**config.mk**
```make
export PLATFORM = sky130hd
export DESIGN_NAME = sample_scheduler_flat
export DESIGN_NICKNAME = d
export VERILOG_FILES = /design/src/rtl/synth_pkg.sv /design/src/rtl/sample_scheduler_if.sv /design/src/rtl/sample_ring.sv /design/src/rtl/sample_scheduler.sv /design/src/flat_wrapper.sv
export SDC_FILE = /design/constraint.sdc
export NUM_CORES = 2
export LEC_CHECK = 0
export ABC_AREA = 1
export BUFFER_PORTS_ARGS = -buffer_cell sky130_fd_sc_hd__buf_2
export CORE_UTILIZATION = 30
export DETAILED_ROUTE_END_ITERATION = 16
export GPL_ROUTABILITY_DRIVEN = 0
export GPL_TIMING_DRIVEN = 1
export PLACE_DENSITY = 0.55
export RECOVER_POWER = 50
export SETUP_SLACK_MARGIN = 0.2
export SYNTH_ARGS = -nofsm -noshare
export SYNTH_HDL_FRONTEND = slang
export SYNTH_HIERARCHICAL = 1
export SYNTH_SLANG_ARGS = --single-unit
```
**constraint.sdc**
```tcl
create_clock -name clk -period 3.4 [get_ports clk]
set_clock_uncertainty 0.2 [all_clocks]
set_input_delay 0.68 -clock clk [delete_from_list [all_inputs] [get_ports clk]]
set_output_delay 0.68 -clock clk [all_outputs]
set_load 0.02 [all_outputs]
```
**src/rtl/synth_pkg.sv**
```systemverilog
// Shared definitions for the synth audio path: scheduler state encoding
// and default sizing of the sample scheduler.
package synth_pkg;

    typedef enum logic [1:0] {
        IDLE  = 2'd0,
        PRIME = 2'd1,
        RUN   = 2'd2,
        FLUSH = 2'd3
    } sched_state_t;

    localparam int SAMPLE_W           = 24;
    localparam int SCHED_DEPTH        = 128;
    localparam int SCHED_PRIME_LEVEL  = 64;
    localparam int SCHED_MAX_INFLIGHT = 4;

endpackage

```
**src/rtl/sample_scheduler_if.sv**
```systemverilog
// Request/return handshake between the sample scheduler and the mixer pipeline.
// Signal names are seen from the scheduler side.
interface sample_scheduler_if
    import synth_pkg::*;
#(
    parameter int WIDTH = SAMPLE_W
);
    logic             o_gen_req;
    logic             i_valid;
    logic [WIDTH-1:0] i_sample;

    modport master (output o_gen_req, input i_valid, input i_sample);
    modport slave  (input o_gen_req, output i_valid, output i_sample);

endinterface

```
**src/rtl/sample_ring.sv**
```systemverilog
// Register-array sample storage with one write port and a registered read port.
// Pointer wrap is owned by the caller; rclr zeroes the read register.
module sample_ring
    import synth_pkg::*;
#(
    parameter int WIDTH = SAMPLE_W,
    parameter int DEPTH = SCHED_DEPTH
) (
    input  logic                     clk,
    input  logic                     n_rst,
    input  logic                     we,
    input  logic [$clog2(DEPTH)-1:0] waddr,
    input  logic [WIDTH-1:0]         wdata,
    input  logic                     re,
    input  logic [$clog2(DEPTH)-1:0] raddr,
    input  logic                     rclr,
    output logic [WIDTH-1:0]         rdata
);

    logic [WIDTH-1:0] mem [DEPTH];

    always_ff @(posedge clk) begin
        if (we) begin
            mem[waddr] <= wdata;
        end
    end

    always_ff @(posedge clk or negedge n_rst) begin
        if (!n_rst) begin
            rdata <= '0;
        end else if (rclr) begin
            rdata <= '0;
        end else if (re) begin
            rdata <= mem[raddr];
        end
    end

endmodule

```
**src/rtl/sample_scheduler.sv**
```systemverilog
// Credit-limited sample requester and ring-buffered DAC feeder.
//   state | meaning
//   IDLE  | stopped, buffer empty, nothing in flight
//   PRIME | requesting, ticks ignored until PRIME_LEVEL samples are buffered
//   RUN   | requesting, one sample released per tick
//   FLUSH | draining in-flight returns, buffer cleared
module sample_scheduler
    import synth_pkg::*;
#(
    parameter int WIDTH        = SAMPLE_W,
    parameter int DEPTH        = SCHED_DEPTH,
    parameter int PRIME_LEVEL  = SCHED_PRIME_LEVEL,
    parameter int MAX_INFLIGHT = SCHED_MAX_INFLIGHT
) (
    input  logic                       clk,
    input  logic                       n_rst,
    input  logic                       i_enable,
    input  logic                       i_tick,
    sample_scheduler_if.master         gen,
    output logic [WIDTH-1:0]           o_dac_sample,
    output logic                       o_dac_strobe,
    output logic [$clog2(DEPTH+1)-1:0] o_level,
    output logic                       o_underrun,
    output logic [15:0]                o_underrun_cnt,
    output logic                       o_overflow
);

    localparam int PW = $clog2(DEPTH);
    localparam int LW = $clog2(DEPTH + 1);
    localparam int OW = $clog2(MAX_INFLIGHT + 1);

    sched_state_t    state;
    logic [PW-1:0]   wr_ptr;
    logic [PW-1:0]   rd_ptr;
    logic [LW-1:0]   count;
    logic [OW-1:0]   outstanding;

    logic            run_active;
    logic            flush_entry;
    logic            accept;
    logic            push;
    logic            pop;
    logic            tick_empty;
    logic            req_ok;
    logic [31:0]     occupancy;
    logic [31:0]     inflight;

    function automatic logic [PW-1:0] next_ptr(input logic [PW-1:0] p);
        return (p == PW'(DEPTH - 1)) ? '0 : p + PW'(1);
    endfunction

    // The request issued this cycle is already committed, so it counts as in flight.
    always_comb begin
        run_active  = (state == PRIME || state == RUN) && i_enable;
        flush_entry = (state == PRIME || state == RUN) && !i_enable;
        accept      = gen.i_valid && (outstanding != '0);
        push        = accept && run_active;
        pop         = (state == RUN) && i_enable && i_tick && (count != '0);
        tick_empty  = (state == RUN) && i_enable && i_tick && (count == '0);
        inflight    = 32'(outstanding) + 32'(gen.o_gen_req);
        occupancy   = 32'(count) + inflight;
        req_ok      = run_active && (occupancy < 32'(DEPTH)) && (inflight < 32'(MAX_INFLIGHT));
    end

    always_ff @(posedge clk or negedge n_rst) begin
        if (!n_rst) begin
            state          <= IDLE;
            wr_ptr         <= '0;
            rd_ptr         <= '0;
            count          <= '0;
            outstanding    <= '0;
            gen.o_gen_req  <= 1'b0;
            o_dac_strobe   <= 1'b0;
            o_underrun     <= 1'b0;
            o_underrun_cnt <= '0;
            o_overflow     <= 1'b0;
        end else begin
            gen.o_gen_req <= req_ok;
            o_dac_strobe  <= pop;
            o_underrun    <= tick_empty;
            outstanding   <= outstanding + OW'(gen.o_gen_req) - OW'(accept);
            count         <= count + LW'(push) - LW'(pop);

            if (gen.i_valid && outstanding == '0) begin
                o_overflow <= 1'b1;
            end
            if (tick_empty && o_underrun_cnt != 16'hFFFF) begin
                o_underrun_cnt <= o_underrun_cnt + 16'd1;
            end
            if (push) begin
                wr_ptr <= next_ptr(wr_ptr);
            end
            if (pop) begin
                rd_ptr <= next_ptr(rd_ptr);
            end

            case (state)
                IDLE: begin
                    if (i_enable) state <= PRIME;
                end
                PRIME: begin
                    if (!i_enable) state <= FLUSH;
                    else if (count >= LW'(PRIME_LEVEL)) state <= RUN;
                end
                RUN: begin
                    if (!i_enable) state <= FLUSH;
                    else if (tick_empty) state <= PRIME;
                end
                FLUSH: begin
                    if (outstanding == '0) state <= IDLE;
                end
                default: state <= IDLE;
            endcase

            if (flush_entry) begin
                wr_ptr <= '0;
                rd_ptr <= '0;
                count  <= '0;
            end
        end
    end

    assign o_level = count;

    sample_ring #(
        .WIDTH (WIDTH),
        .DEPTH (DEPTH)
    ) u_ring (
        .clk   (clk),
        .n_rst (n_rst),
        .we    (push),
        .waddr (wr_ptr),
        .wdata (gen.i_sample),
        .re    (pop),
        .raddr (rd_ptr),
        .rclr  (flush_entry),
        .rdata (o_dac_sample)
    );

endmodule
```
**src/flat_wrapper.sv**
```systemverilog
// flat-port wrapper written by rule: the top's interface ports become plain ports
module sample_scheduler_flat import synth_pkg::*;
#(
    parameter int WIDTH        = SAMPLE_W,
    parameter int DEPTH        = SCHED_DEPTH,
    parameter int PRIME_LEVEL  = SCHED_PRIME_LEVEL,
    parameter int MAX_INFLIGHT = SCHED_MAX_INFLIGHT
)
  (clk, n_rst, i_enable, i_tick, o_dac_sample, o_dac_strobe, o_level, o_underrun, o_underrun_cnt, o_overflow, gen_o_gen_req, gen_i_valid, gen_i_sample);
  sample_scheduler_if #(.WIDTH(WIDTH)) gen_i ();
  input  logic clk;
  input  logic n_rst;
  input  logic i_enable;
  input  logic i_tick;
  output logic [WIDTH-1:0] o_dac_sample;
  output logic o_dac_strobe;
  output logic [$clog2(DEPTH+1)-1:0] o_level;
  output logic o_underrun;
  output logic [15:0] o_underrun_cnt;
  output logic o_overflow;
  output wire logic [$bits(gen_i.o_gen_req)-1:0] gen_o_gen_req;
  input wire logic [$bits(gen_i.i_valid)-1:0] gen_i_valid;
  input wire logic [$bits(gen_i.i_sample)-1:0] gen_i_sample;
  assign gen_o_gen_req = gen_i.o_gen_req;
  assign gen_i.i_valid = gen_i_valid;
  assign gen_i.i_sample = gen_i_sample;
  sample_scheduler #(.WIDTH(WIDTH), .DEPTH(DEPTH), .PRIME_LEVEL(PRIME_LEVEL), .MAX_INFLIGHT(MAX_INFLIGHT)) u_core (.clk(clk), .n_rst(n_rst), .i_enable(i_enable), .i_tick(i_tick), .gen(gen_i), .o_dac_sample(o_dac_sample), .o_dac_strobe(o_dac_strobe), .o_level(o_level), .o_underrun(o_underrun), .o_underrun_cnt(o_underrun_cnt), .o_overflow(o_overflow));
endmodule
```
Word level (Yosys, flattened, before mapping)
Memory sizes are Yosys's and may differ from the RTL's.
Index checks and enable logic that the tools add are counted.
- memory bits (read-only): 0
- memory bits (writable): 3072
- input port bits: 29
- memories kept: 1
- output and inout bits: 52
- register bits: 71
- latch bits: 0
- bitwise logic cells: 0
- multiplexer cells: 18
- shifts and indexed selects: 0
- $lt $le $gt $ge: 3
- reductions and logical operators: 22
- divide/modulo/power cells: 0
- $add $sub $neg: 9
- $mul: 0
- equality and inequality tests: 10
- memory list (memory ; words ; width ; read ports ; clocked after Yosys merged registers in ; write ports ; line ; RTL):
    u_core.u_ring.mem ; 128 ; 24 ; 1 ; 0 ; 1 ; sample_ring.sv:20 ; logic [WIDTH-1:0] mem [DEPTH];
- operators with widths (cell ; count):
    2-to-1 mux 24 bit ; 2
    2-to-1 mux 7 bit ; 6
    adder 8 x 32 -> 32 bit ; 1
    < comparator 32 x 3 -> 1 bit, second input constant ; 1
    < comparator 32 x 8 -> 1 bit, second input constant ; 1
    adder 16 x 1 -> 16 bit, second input constant ; 1
    inequality test 16 bit, second input constant ; 1
    adder 7 x 1 -> 7 bit, second input constant ; 2
    == test 7 bit, second input constant ; 2
    logical AND 1 bit ; 12
    2-to-1 mux 2 bit ; 6
    adder 8 x 1 -> 8 bit ; 1
    >= comparator 8 x 7 -> 1 bit, second input constant ; 1
    logical NOT 8 bit ; 1
    2-to-1 mux 8 bit ; 1
    case mux 2 bit (4 select lines) ; 1
    nonzero test 8 bit ; 1
    subtractor 8 x 1 -> 8 bit ; 1
    adder 3 x 1 -> 4 bit ; 1
    == test 2 bit, second input constant ; 2
    AND reduction 4 bit ; 1
    nonzero test 2 bit ; 2
    adder 3 x 1 -> 3 bit ; 1
    logical NOT 3 bit ; 1
    11 further kinds ; 12

Longest topological paths before layout
- depth after elaboration: 7
- depth in mapped cells: 15
- mapped depth without buffers: 15

Modules after synthesis
Netlist, hierarchy kept.
- modules (own cells, without submodules) (module ; instances ; area an instance (um2) ; cells an instance):
    sample_ring ; 1 ; 124627.0 ; 10194
    sample_scheduler ; 1 ; 3173.0 ; 425

Worst setup path after synthesis
OpenSTA, ideal clock, no wires.
- path type: reg-to-reg
- start: reg u_core.state[0]
- end: mem u_core/u_ring/mem[105][0] (netlist bit) (enable)
- required time: 2.795 ns
- cell stages (with the launch flop): 10
- buffers on the path: 2
- setup slack: -0.054 ns
- arrival time: 2.850 ns
- period minus slack after synthesis: 3.454 ns
- path through: dfrtp_1 -> inv_1 -> ha_1 -> nand2_1 -> nand3b_1 -> inv_1 -> clkbuf_1 -> nand2_1 -> clkbuf_1 -> nor2_1
- word-level cells in the longest chain between the ends: 6
- ends and longest elaborated chain (item ; line ; RTL):
    from (decl) ; sample_scheduler.sv:32 ; sched_state_t state;
    from (signal assigned) ; sample_scheduler.sv:67 ; state <= IDLE;
    from (signal assigned) ; sample_scheduler.sv:99 ; if (i_enable) state <= PRIME;
    from (signal assigned) ; sample_scheduler.sv:102 ; if (!i_enable) state <= FLUSH;
    == test 2 x 1 -> 1 bit / == test 2 bit (equally long branches) ; sample_scheduler.sv:54 ; run_active = (state == PRIME || state == RUN) && i_enable;
    logical OR 1 bit (*) ; sample_scheduler.sv:54 ;
    logical AND 1 bit (*) ; sample_scheduler.sv:54 ;
    logical AND 1 bit (*) ; sample_scheduler.sv:57 ; push = accept && run_active;
    via u_core.push ; sample_scheduler.sv:41 ; logic push;
    2-to-1 mux 1 bit (*) ; sample_ring.sv:23 ; if (we) begin
    2-to-1 mux 1 bit (not written as such) (*) ; sample_ring.sv:24 ; mem[waddr] <= wdata;
    to (decl) ; sample_ring.sv:20 ;
Mark *: on every way through the listed nets, which the timed path passes. The rest lies on a longest branch.

Worst setup path after layout
- start: in gen_i_sample[6]
- end: mem u_core/u_ring/mem[64][6] (netlist bit), data pin
- RTL lines (item ; line ; RTL):
    from (decl) ; flat_wrapper.sv:23 ; input wire logic [$bits(gen_i.i_sample)-1:0] gen_i_sample;
Straight into the memory's write port.

==> summary.md <==
| Metric | Value |
|---|---|
| Status | finished, violations left |
| Violated checks | DRC, capacitance limit, slew limit |
| Via count | 84,600 |
| Total wire length | 399 mm |
| Die Width | 655 um |
| Rows | 239 |
| Full die area | 429,000 um2 |
| Clock slew seen by the registers of the worst setup and hold paths | 60 ps |
| Largest net degree at the start of global routing | 155 |
| CTS H-tree lvls | 5 |
| Syn. warnings | 6 |
| Peak supply drop | 0.000546 V |
| Final Hold Vio Count | 0 |
| DRC viols | 3 |
| Syn Inst Count | 10,600 |
| Max-Cap Viols | 28 |
| Via density per instance | 5.02 |
| Setup violators final | 0 |
| Post-route ant nets | 0 |
| TritonCTS buffer count | 340 |
| Final setup TNS | 0 ps |
| Adder-Cell Fraction of Synth Area | 0.325% |
| Num ports | 81 |
| Core area | 424,000 um2 |
| Share of layout cells above drive strength 1 | 10.9% |
| Dpl hpwl | 233 mm |
| GRT Util Overall | 18.1% |
| Critical path class | input port to flop |
| Clock tree sinks | 3,143 |
| Simple logic cell fraction of the synthesized area | 22.5% |
| Max Slew Vio Count | 1,307 |
| Vias in the first global route | 79,600 |
| FILL cells | 41,400 |
| Slew headroom | -122% |
| Tmin final | 3250 ps |
| Worst-skew pair later-pin latency | 990 ps |
| Syn_area_per_cell | 12.0 um2 |
| Area Overhead vs Synth | 17.3% |
| First DRT Iteration DRCs | 9,255 |
| Layout Nets | 11,000 |
| Post-synthesis compound-gate area fraction | 0.170% |
| CTS tree | yes |
| Hold Path Class | input port to flop |
| Die H | 655 um |
| CP Max Fanout | 67 |
| Layout Utilization | 35.4% |
| Initial antenna violation count | 16 |
| Endpoint class of the critical path | flop |
| CTS root buf | clkbuf_16 |
| Drt pass-1 iters | 12 |
| Setup WS pre-CTS | 86.9 ps |
| PwrDens | 694 nW/um2 |
| Seq/Total Area, Yosys | 73.6% |
| Initial Util | 30.1% |
| Buffers on Ports | 80 |
| Crit start category | input port |
| Leakage | 0.0519 uW |
| XOR/XNOR Fraction of Synth Area | 0.0685% |
| Slew @ Worst Pin | 3330 ps |
| Synthesized area | 128,000 um2 |
| Final setup margin | 148 ps |
| Final period util | 95.7% |
| CTS max path bufs | 4 |
| Overall power | 104,000 uW |
| Critical path required time | 3650 ps |
| F_max | 307 MHz |
| Multiplexer share of the synthesized area | 0% |
| First-pass GRT wire length | 573 mm |
| Netlist cell types | 34 |
| Combinational family with the most area after synthesis | simple AND/OR/NAND/NOR gates |
| Post-Syn Nets | 10,700 |
| Seq cells post-synth | 3,143 |
| Wire length per cell | 23.7 um |
| Gr ovfl total | 0 |
| RSZ-0062 raised after global routing | yes |
| Worst EP arrival | 3500 ps |
==> sequential cells by signal, indices dropped and copies added, names as in the netlist <==
name and cells:
u_core/gen.o_gen_req 1, u_core/u_ring/mem 3072, u_core/o_level 8, u_core/rd_ptr 7, u_core/state 2, u_core/outstanding 3
u_core/wr_ptr 7, u_core/u_ring/rdata 24, u_core/o_underrun 1, u_core/o_dac_strobe 1, u_core/o_underrun_cnt 16, u_core/o_overflow 1
==> report_power, final <==
part | switching [uW] | internal (uW) | total [uW] | leakage, uW
registers | 753 | 42900 | 43700 | 0.0285
clock network | 15400 | 20600 | 35900 | 0.00520
logic | 17100 | 7370 | 24400 | 0.0182
==> through the flow <==
step	instance area, um2	hold WS, ps	cells
2_1_floorplan	128000	184	10600
3_3_place_gp	139000	267	16200
3_5_place_dp	139000	265	16200
4_1_cts	150000	1.16	16800
5_1_grt	150000	55.8	16800
6_report	150000	38.6	16900
==> logic make-up (layout without fill, tap and decap cells) <==
family | after synthesis | after routing
buffers and inverters | 775 | 1334
AND/OR/NAND/NOR | 6620 | 6620
other | 0 | 11
flip-flops | 3143 | 3143
AO/OA/AOI/OAI | 39 | 39
adder cells (fa/ha/maj) | 32 | 32
XOR/XNOR | 10 | 10
==> worst max-delay path, cell delays in order <==
cell,delay [ps]
dlygate4sd3_1,520
clkbuf_1,890
clkbuf_2,1340
==> layout by cell type (no fill, tap or decap), drive strengths merged, types with 11 or more instances in the layout <==
cell / count
inv: 93
diode: 11
nand2: 3376
nand4: 12
a21oi: 12
clkinv: 137
o21ai: 24
clkbuf: 506
nand3: 3033
edfxtp: 3072
dfrtp: 71
nor2: 184
ha: 30
buf: 555
bufinv: 22
==> Yosys cell counts <==
cell,count,area [um2]
fa_1,2,40.0
o21ai_0,21,105
ha_1,30,375
clkbuf_1,92,345
xor2_1,4,35.0
inv_1,79,297
nor3b_1,1,7.51
nand3b_1,3,22.5
edfxtp_1,3072,92200
nor2_2,2,12.5
inv_2,2,7.51
buf_4,143,1070
o21ai_1,1,5.00
nor2_1,177,664
nand3_1,3033,15200
buf_2,343,1720
o21bai_1,3,22.5
a21oi_1,12,60.1
dfrtp_1,71,1780
nor3_1,10,50.1
o21ai_2,1,8.76
or2_2,1,6.26
o21ai_4,1,16.3
nand2_4,1,11.3
buf_8,2,30.0
nand2_2,3,18.8
clkinv_1,2,7.51
inv_6,1,8.76
xnor2_1,6,52.6
nor2_4,5,56.3
buf_1,59,221
buf_6,52,586
nand4_1,12,75.1
nand2_1,3372,12700
==> per-layer routing <==
metal | up-vias | GRT usage (%) | wire length (um)
met1 | 42200 | 25.4 | 171000
met2 | 3373 | 28.5 | 183000
li1 | 38400 | - | -
met3 | 579 | 2.37 | 29400
met4 | 4 | 6.60 | 15900
met5 | - | 0 | 33
==> what timing repair did <==
action / CTS / global route
cloned: 1 / 3
hold buffers: 10 / 0
endpoints found under the hold margin: 117 / 0
gates resized for setup: 3 / 13
setup buffers: 3 / 0
endpoints found under the setup margin: 4 / 32
==> layout make-up <==
type | instances | area [um2] | area share (%)
Inverter | 84 | 372 | 0.248
Sequential cell | 3143 | 94000 | 62.7
Tap cell | 5663 | 7090 | 4.72
Antenna cell | 11 | 27.5 | 0.0184
Timing Repair inverter | 1 | 16.3 | 0.0108
Clock inverter | 176 | 1590 | 1.06
Clock buffer | 434 | 9090 | 6.06
Multi-Input combinational cell | 6701 | 29800 | 19.9
Timing Repair Buffer | 639 | 7890 | 5.26
==> path summary, 6_finish.rpt <==
check                                   from  slack, ps                        to  depth (start not counted)
min in group asynchronous              n_rst        510  u_core/o_underrun_cnt[2]                          2
max reg2reg                 u_core/rd_ptr[2]        230    u_core/u_ring/rdata[2]                         11
min reg2reg                u_core/o_overflow        280         u_core/o_overflow                          1
max                          gen_i_sample[6]        150  u_core/u_ring/mem[64][6]                          3
min                                   i_tick         40         u_core/o_underrun                          5
max in group asynchronous              n_rst       1080          u_core/rd_ptr[0]                          2
(Power assumes the default switching activity.)
